<file path="src/rtl/spdif_pkg.sv">
// spdif_pkg: shared constants and types for the S/PDIF transmitter.
package spdif_pkg;
    localparam int SUBFRAME_CELLS = 64;
    localparam int SUBFRAMES_PER_BLOCK = 384;
    localparam logic [7:0] PRE_B = 8'b10011100;
    localparam logic [7:0] PRE_M = 8'b10010011;
    localparam logic [7:0] PRE_W = 8'b10010110;
    localparam int SLOT_V = 28;
    localparam int SLOT_U = 29;
    localparam int SLOT_C = 30;
    localparam int SLOT_P = 31;
    typedef logic [SUBFRAME_CELLS-1:0] cells_t;
endpackage

</file>
<file path="src/rtl/spdif_if.sv">
// spdif_if: stereo sample-pair valid/ready handshake into the transmitter.
interface spdif_if #(parameter int SAMPLE_W = 16);
    logic [SAMPLE_W-1:0] in_left;
    logic [SAMPLE_W-1:0] in_right;
    logic in_valid;
    logic in_ready;
    modport master(output in_left, in_right, in_valid, input in_ready);
    modport slave(input in_left, in_right, in_valid, output in_ready);
endinterface

</file>
<file path="src/rtl/spdif_bmc_ser.sv">
// spdif_bmc_ser: 64-cell shift register; each tick toggles the line when the outgoing cell is 1.
module spdif_bmc_ser
    import spdif_pkg::*;
(
    input  logic   clk,
    input  logic   reset,
    input  logic   load,
    input  logic   tick,
    input  cells_t vec,
    output logic   out
);
    cells_t sh_q, sh_d;
    logic out_q, out_d;

    // A load is also a tick: cell 0 goes out on the same edge it is loaded.
    always_comb begin
        sh_d = sh_q;
        out_d = out_q;
        if (load) begin
            out_d = out_q ^ vec[SUBFRAME_CELLS-1];
            sh_d = {vec[SUBFRAME_CELLS-2:0], 1'b0};
        end else if (tick) begin
            out_d = out_q ^ sh_q[SUBFRAME_CELLS-1];
            sh_d = {sh_q[SUBFRAME_CELLS-2:0], 1'b0};
        end
    end

    always_ff @(posedge clk or posedge reset) begin
        if (reset) begin
            sh_q <= '0;
            out_q <= 1'b0;
        end else begin
            sh_q <= sh_d;
            out_q <= out_d;
        end
    end

    assign out = out_q;
endmodule

</file>
<file path="src/rtl/spdif_tx.sv">
// spdif_tx: S/PDIF consumer transmitter; divider, subframe/block counters, handshake,
// channel-status latch and subframe vector composition feeding the BMC serializer.
module spdif_tx
    import spdif_pkg::*;
#(
    parameter int SAMPLE_W = 16,
    parameter int CLK_DIV = 1
) (
    input  logic        clk,
    input  logic        reset,
    input  logic        en,
    spdif_if.slave      sin,
    input  logic [31:0] cs_word,
    input  logic        user_bit,
    output logic        underrun,
    output logic        block_start,
    output logic        spdif_out
);
    localparam int DW = CLK_DIV > 1 ? $clog2(CLK_DIV) : 1;
    localparam logic [DW-1:0] DIV_LAST = DW'(CLK_DIV - 1);

    logic [DW-1:0] div_q, div_d;
    logic [5:0] cell_q, cell_d;
    logic [8:0] sf_q, sf_d;
    logic [SAMPLE_W-1:0] hold_q, hold_d;
    logic hold_v_q, hold_v_d;
    logic [31:0] cs_q, cs_d;
    logic tick, load, left, v, c;
    logic [7:0] frame;
    logic [31:0] cs_eff;
    logic [SAMPLE_W-1:0] samp;
    logic [31:4] slots;
    cells_t vec;

    assign tick = en && !reset && div_q == '0;
    assign load = tick && cell_q == '0;
    assign left = !sf_q[0];
    assign sin.in_ready = load && left;
    assign block_start = load && sf_q == '0;
    assign underrun = load && left && !sin.in_valid;

    always_comb begin
        div_d = (!en || div_q == DIV_LAST) ? '0 : div_q + DW'(1);
        cell_d = !en ? '0 : tick ? cell_q + 6'd1 : cell_q;
        sf_d = !en ? '0 : !load ? sf_q : sf_q == 9'(SUBFRAMES_PER_BLOCK - 1) ? '0 : sf_q + 9'd1;
        hold_d = !en ? '0 : sin.in_ready ? (sin.in_valid ? sin.in_right : '0) : hold_q;
        hold_v_d = !en ? 1'b0 : sin.in_ready ? !sin.in_valid : hold_v_q;
        cs_eff = block_start ? cs_word : cs_q;
        cs_d = cs_eff;
    end

    // Right subframe replays the pair (or the underrun zero) captured at the left load.
    always_comb begin
        frame = sf_q[8:1];
        c = frame < 8'd32 ? cs_eff[frame[4:0]] : 1'b0;
        v = left ? !sin.in_valid : hold_v_q;
        samp = left ? (sin.in_valid ? sin.in_left : '0) : hold_q;
        slots = '0;
        slots[27:4] = 24'(samp) << (24 - SAMPLE_W);
        slots[SLOT_V] = v;
        slots[SLOT_U] = user_bit;
        slots[SLOT_C] = c;
        slots[SLOT_P] = ^slots[SLOT_C:4];
        vec = '0;
        vec[63:56] = sf_q == '0 ? PRE_B : left ? PRE_M : PRE_W;
        for (int s = 4; s < 32; s++) begin
            vec[55 - 2 * (s - 4)] = 1'b1;
            vec[54 - 2 * (s - 4)] = slots[s];
        end
    end

    always_ff @(posedge clk or posedge reset) begin
        if (reset) begin
            div_q <= '0;
            cell_q <= '0;
            sf_q <= '0;
            hold_q <= '0;
            hold_v_q <= 1'b0;
            cs_q <= '0;
        end else begin
            div_q <= div_d;
            cell_q <= cell_d;
            sf_q <= sf_d;
            hold_q <= hold_d;
            hold_v_q <= hold_v_d;
            cs_q <= cs_d;
        end
    end

    spdif_bmc_ser u_ser (
        .clk(clk),
        .reset(reset),
        .load(load),
        .tick(tick),
        .vec(vec),
        .out(spdif_out)
    );
endmodule
</file>
<file path="src/flat_wrapper.sv">
// flat-port wrapper written by rule: the top's interface ports become plain ports
module spdif_tx_flat import spdif_pkg::*;
#(
    parameter int SAMPLE_W = 16,
    parameter int CLK_DIV = 1
)
  (clk, reset, en, cs_word, user_bit, underrun, block_start, spdif_out, sin_in_left, sin_in_right, sin_in_valid, sin_in_ready);
  spdif_if #(.SAMPLE_W(SAMPLE_W)) sin_i ();
  input  logic clk;
  input  logic reset;
  input  logic en;
  input  logic [31:0] cs_word;
  input  logic user_bit;
  output logic underrun;
  output logic block_start;
  output logic spdif_out;
  input wire logic [$bits(sin_i.in_left)-1:0] sin_in_left;
  input wire logic [$bits(sin_i.in_right)-1:0] sin_in_right;
  input wire logic [$bits(sin_i.in_valid)-1:0] sin_in_valid;
  output wire logic [$bits(sin_i.in_ready)-1:0] sin_in_ready;
  assign sin_i.in_left = sin_in_left;
  assign sin_i.in_right = sin_in_right;
  assign sin_i.in_valid = sin_in_valid;
  assign sin_in_ready = sin_i.in_ready;
  spdif_tx #(.SAMPLE_W(SAMPLE_W), .CLK_DIV(CLK_DIV)) u_core (.clk(clk), .reset(reset), .en(en), .sin(sin_i), .cs_word(cs_word), .user_bit(user_bit), .underrun(underrun), .block_start(block_start), .spdif_out(spdif_out));
endmodule
</file>
<file path="config.mk">
export PLATFORM = sky130hd
export DESIGN_NAME = spdif_tx_flat
export DESIGN_NICKNAME = d
export VERILOG_FILES = /design/src/rtl/spdif_pkg.sv /design/src/rtl/spdif_if.sv /design/src/rtl/spdif_bmc_ser.sv /design/src/rtl/spdif_tx.sv /design/src/flat_wrapper.sv
export SDC_FILE = /design/constraint.sdc
export NUM_CORES = 1
export LEC_CHECK = 0
export BUFFER_PORTS_ARGS = -buffer_cell sky130_fd_sc_hd__buf_2
export CELL_PAD_IN_SITES_DETAIL_PLACEMENT = 1
export CELL_PAD_IN_SITES_GLOBAL_PLACEMENT = 1
export CORE_MARGIN = 5
export CORE_UTILIZATION = 45
export DETAILED_ROUTE_END_ITERATION = 6
export HOLD_SLACK_MARGIN = 0.06
export PLACE_DENSITY_LB_ADDON = 0.1
export SYNTH_ARGS = -nofsm -noshare
export SYNTH_HDL_FRONTEND = slang
export SYNTH_SLANG_ARGS = --single-unit
</file>
<file path="constraint.sdc">
create_clock -name clk -period 4.7 [get_ports clk]
set_clock_uncertainty 0.15 [all_clocks]
set_input_delay 0.235 -clock clk [delete_from_list [all_inputs] [get_ports clk]]
set_output_delay 0.235 -clock clk [all_outputs]
set_load 0.005 [all_outputs]
</file>
==> run summary <==
Counting flops with an async set or reset pin after synthesis yields a share of 100%. Number of clock sinks: 129. The floorplan has 43 rows. Input and output buffers added on the ports amount to 72. The worst setup path is captured at a flop. The first detailed-routing pass took 4 iterations. After technology mapping, the gate count stands at 662.

The capture point of the worst reg-to-reg path is u_core.u_ser.sh_q[3]$_DFFE_PP0P_. Setup repair after global routing left no endpoint under its margin. The number of max-capacitance violations reported was 0; the first-iteration detailed-routing DRC count was 247. The clock latency of the later-clocked register in the worst-skew pair was 420 ps; the largest driver fanout on the critical path was 36. TritonCTS built the clock tree. The tools report the net count after synthesis as 735. In this run, the combinational gates consume 15.8% of the power. In the global route stage, overall resource usage came out at 23.3%. The run gives 0 as the initial antenna violation count. The worst min-delay path class is input port to flop. For this run, the leading register cell type out of synthesis is sky130_fd_sc_hd__dfrtp_1. The tools report the number of fill cells in the layout as 1532. Peak supply drop: 272 µV. The number of endpoints with negative hold slack in the final report is 0, and the standby leakage power is 0.00375 µW. The share of post-route cells with drive strength above 1 came out at 16.8%.

The net switching power came out at 880 µW. The reg2reg setup slack was 980 ps; the summed negative setup slack over all endpoints was 0 ps. Headroom to the max-slew limit came out at 7.94%.

The startpoint of the worst register-to-register path was u_core.sf_q[1]$_DFFE_PP0P_. Warning count from the yosys run: 0. Synthesis inferred 129 register bits. No sink is reached through more buffers than the 2 on the longest clock path. The global-route wire length before repair was 30100 µm.

The tools report the type of origin of the critical path as a flop. For hold timing, the worst endpoint is u_core.hold_v_q$_DFFE_PP0P_. At the end of the flow the core is filled with cells to 56.7%. The internal portion of the total power is 2360 µW.

The layout-stage area growth over the synthesis result was 25.1%; the total congestion overflow after global routing was 0. The floorplan step set the die height to 128 µm. The number of distinct standard cells referenced by the synthesized netlist came out at 57. On the worst path, the slowest cell contributes a delay of 550 ps.

The worst hold path passes through 3 cells. The synthesized netlist occupies a cell area of 6220 µm². For the final RePlAce weighted congestion, the log shows 0.808. At the worst endpoint, the required time is 4910 ps. Net switching is 27.1% of the power. The max-slew violation count was 0. Summed over all instances, the cell type with the most area after synthesis is sky130_fd_sc_hd__dfrtp_1. After legalization and detailed placement, the total HPWL measured 11300 µm. CTS placed an instance of sky130_fd_sc_hd__clkbuf_16 at the clock tree root. The detail route stage leaves a number of antenna-violating nets equal to 0. Yosys attributes the largest share of cell area to sky130_fd_sc_hd__dfrtp_1 (52%), sky130_fd_sc_hd__nand2_1 (12%), sky130_fd_sc_hd__o21ai_0 (6.5%). Clock tree synthesis inserted a total of 17 buffers.

The start point of the worst hold path was sin_in_valid. The run finished with clean final reports. The area of the placeable core is 13700 µm². For this run, the top clock speed supported by timing is 269 MHz.

The number of nets in the finished design is 840, and the area share of the largest cell type after synthesis is 51.9%. For this design the ratio of total power to cell area is 417 nW/µm². For the maximum number of pins on one net before global-route repair, the log shows 81. The post-placement cell area was 6690 µm². Walking the worst path, the cells encountered are clkinv_1 -> ha_1 -> nand2b_1 -> nor4_4 -> nand2_4 -> inv_2 -> buf_4 -> or3_1 -> a31oi_1 -> o211ai_1 -> nand4_1 -> o211ai_1 -> o21a_1. For the area of the die, the log shows 16300 µm². Each instance of the synthesized netlist takes up on average 9.40 µm².

The setup-violating endpoint count in the final report was 0. In the final routed layout, each cell accounts on average for 18.5 µm. The critical path in this run is classified as flop to flop. 73 I/O pins were placed. At the worst endpoint, the arrival time is 3930 ps.

The die outline width was 128 µm. The initial core utilization is 45.4%, and the total DRC errors in the routed layout is 0. After detailed routing, the total wire length is 17700 µm. Yosys mapped a number of flops with a built-in enable equal to 0. The design area came out at 7780 µm². The worst-margin pin slew was 1380 ps. The run gives 5973 as the number of global-route vias before repair. Summing over every cut layer, the via total after detailed routing is 5309. The sequential share of the synthesized area came out at 51.9%. The largest individual stage delay along the critical path comes from the cell sky130_fd_sc_hd__dfrtp_1. The length in cells of the worst reg-to-reg path works out to 13.

In this design, the critical path's most frequently occurring cell is sky130_fd_sc_hd__o211ai_1. The run gives 43.4% as the sequential cell fraction of total power. After layout, the worst path uses 79.1% of the clock period.

Per report_power, the clock group accounts for 40.8% of the total. The worst path needs 3720 ps of the cycle, external delays included. The H-tree generated during clock tree synthesis spans 4 levels.

The number of antenna diodes in the final layout is 0. The clock input transition at the sequential cells of the worst setup and hold paths is 50 ps. The detailed-route vias per instance came out at 5.54.
## per-stage QoR
stage / hold slack, ps / setup slack, ps / power, µW / std cells
floorplan: 190 / 874 / 1730 / 662
global placement: 243 / 1200 / 1870 / 877
detailed placement: 255 / 1060 / 1900 / 877
CTS: 85.0 / 1000 / 3280 / 959
global route: 89.1 / 649 / 3420 / 959
finish: 97.1 / 984 / 3240 / 959
## cell usage in the layout, fill, tap and decap left out, drive strengths merged, types with 3 or more instances in the layout
master	Yosys	final
a22oi	3	3
a22o	17	17
buf	10	82
ha	4	4
nand2	192	192
and2	10	10
a311oi	4	4
a21boi	3	3
or3	4	4
nand3	25	25
xnor2	29	29
dfrtp	129	129
nor2	13	13
a31oi	5	5
mux4	4	4
clkinv	2	10
o21ai	82	82
bufinv	0	3
nand4	6	6
a221o	18	18
mux2	4	4
inv	9	9
a21oi	5	5
o21a	3	3
o211ai	4	4
xor2	9	9
clkbuf	37	19
nor3	4	4
dlygate4sd3	0	51
## power by group through the flow
stage / logic, µW / clock network (µW) / registers (µW)
3_5_place_dp: 478 / 0 / 1420
5_1_grt: 584 / 1410 / 1430
4_1_cts: 519 / 1350 / 1410
2_1_floorplan: 341 / 0 / 1390
3_3_place_gp: 456 / 0 / 1410
6_report: 512 / 1320 / 1410
## synthesized netlist by cell type (all sizes together) (2+ instances only)
cell and n:
a211oi 2, a21boi 3, a21oi 5, a221o 18, a221oi 2, a22o 17, a22oi 3, a311oi 4
a31oi 5, and2 10, and3 2, buf 10, clkbuf 37, clkinv 2, dfrtp 129, ha 4
inv 9, mux2 4, mux2i 2, mux4 4, nand2 192, nand3 25, nand4 6, nor2 13
nor2b 2, nor3 4, nor4 2, o211ai 4, o21a 3, o21ai 82, o22ai 2, or2 2
or3 4, or4b 2, xnor2 29, xor2 9
## area by class of cell
| class | instances | area, µm² | area share [%] |
|---|---|---|---|
| Clock buffer | 19 | 443 | 5.69 |
| Clock inverter | 12 | 141 | 1.82 |
| Tap cell | 180 | 225 | 2.89 |
| Inverter | 11 | 43.8 | 0.563 |
| Timing Repair Buffer | 133 | 946 | 12.2 |
| Multi-Input combinational cell | 475 | 2760 | 35.4 |
| Sequential cell | 129 | 3230 | 41.5 |
## per-layer routing
layer,share of wire [%],track usage [%]
met3,3.4,5.85
met4,1.8,7.74
met1,42,28.1
met2,53,40.8
met5,0,0
## how the worst max path moves through the flow
| stage | from | to | slack, ps | depth (start not counted) |
|---|---|---|---|---|
| after floorplan | reset | u_core.cell_q[0]$_DFFE_PP0P_ | 870 | 1 |
| after global placement | u_core.sf_q[1]$_DFFE_PP0P_ | u_core.u_ser.sh_q[1]$_DFFE_PP0P_ | 1200 | 13 |
| after detailed placement | u_core.sf_q[1]$_DFFE_PP0P_ | u_core.u_ser.sh_q[3]$_DFFE_PP0P_ | 1060 | 13 |
| after CTS | u_core.sf_q[1]$_DFFE_PP0P_ | u_core.u_ser.sh_q[3]$_DFFE_PP0P_ | 1000 | 13 |
| after global routing | u_core.sf_q[1]$_DFFE_PP0P_ | u_core.u_ser.sh_q[1]$_DFFE_PP0P_ | 650 | 13 |
| final | u_core.sf_q[1]$_DFFE_PP0P_ | u_core.u_ser.sh_q[3]$_DFFE_PP0P_ | 980 | 13 |
## cell families after synthesis
kind of cell | after synthesis | share of synthesized area, %
AND/OR/NAND/NOR | 267 | 18.9
AO/OA/AOI/OAI | 155 | 16.5
flip-flops | 129 | 51.9
buffers and inverters | 58 | 3.86
XOR/XNOR | 38 | 5.35
multiplexers | 10 | 2.67
adder cells (fa/ha/maj) | 4 | 0.804
other | 1 | 0.0603
## repair_timing
action,4_1_cts,5_1_grt
setup buffers,0,0
gates resized for setup,0,0
endpoints found under the setup margin,0,0
hold endpoints to repair,96,0
hold buffers,51,0
## flip-flops by register name, indices dropped and copies added (netlist names)
| signal | count |
|---|---|
| u_core.cell_q | 6 |
| u_core.u_ser.out | 1 |
| u_core.hold_v_q | 1 |
| u_core.sf_q | 9 |
| u_core.cs_q | 32 |
| u_core.u_ser.sh_q | 63 |
| u_core.hold_q | 16 |
| u_core.div_q | 1 |
## worst max-delay path, delay by kind of cell, from the launching register on
kind	cells	cell delay, ps
AOI/OAI and AO/OA	4	660
and+or+nand+nor	5	1250
DFF	1	550
buffers and inverters	3	830
adders and majority gates	1	180
(Power assumes the default switching activity.)
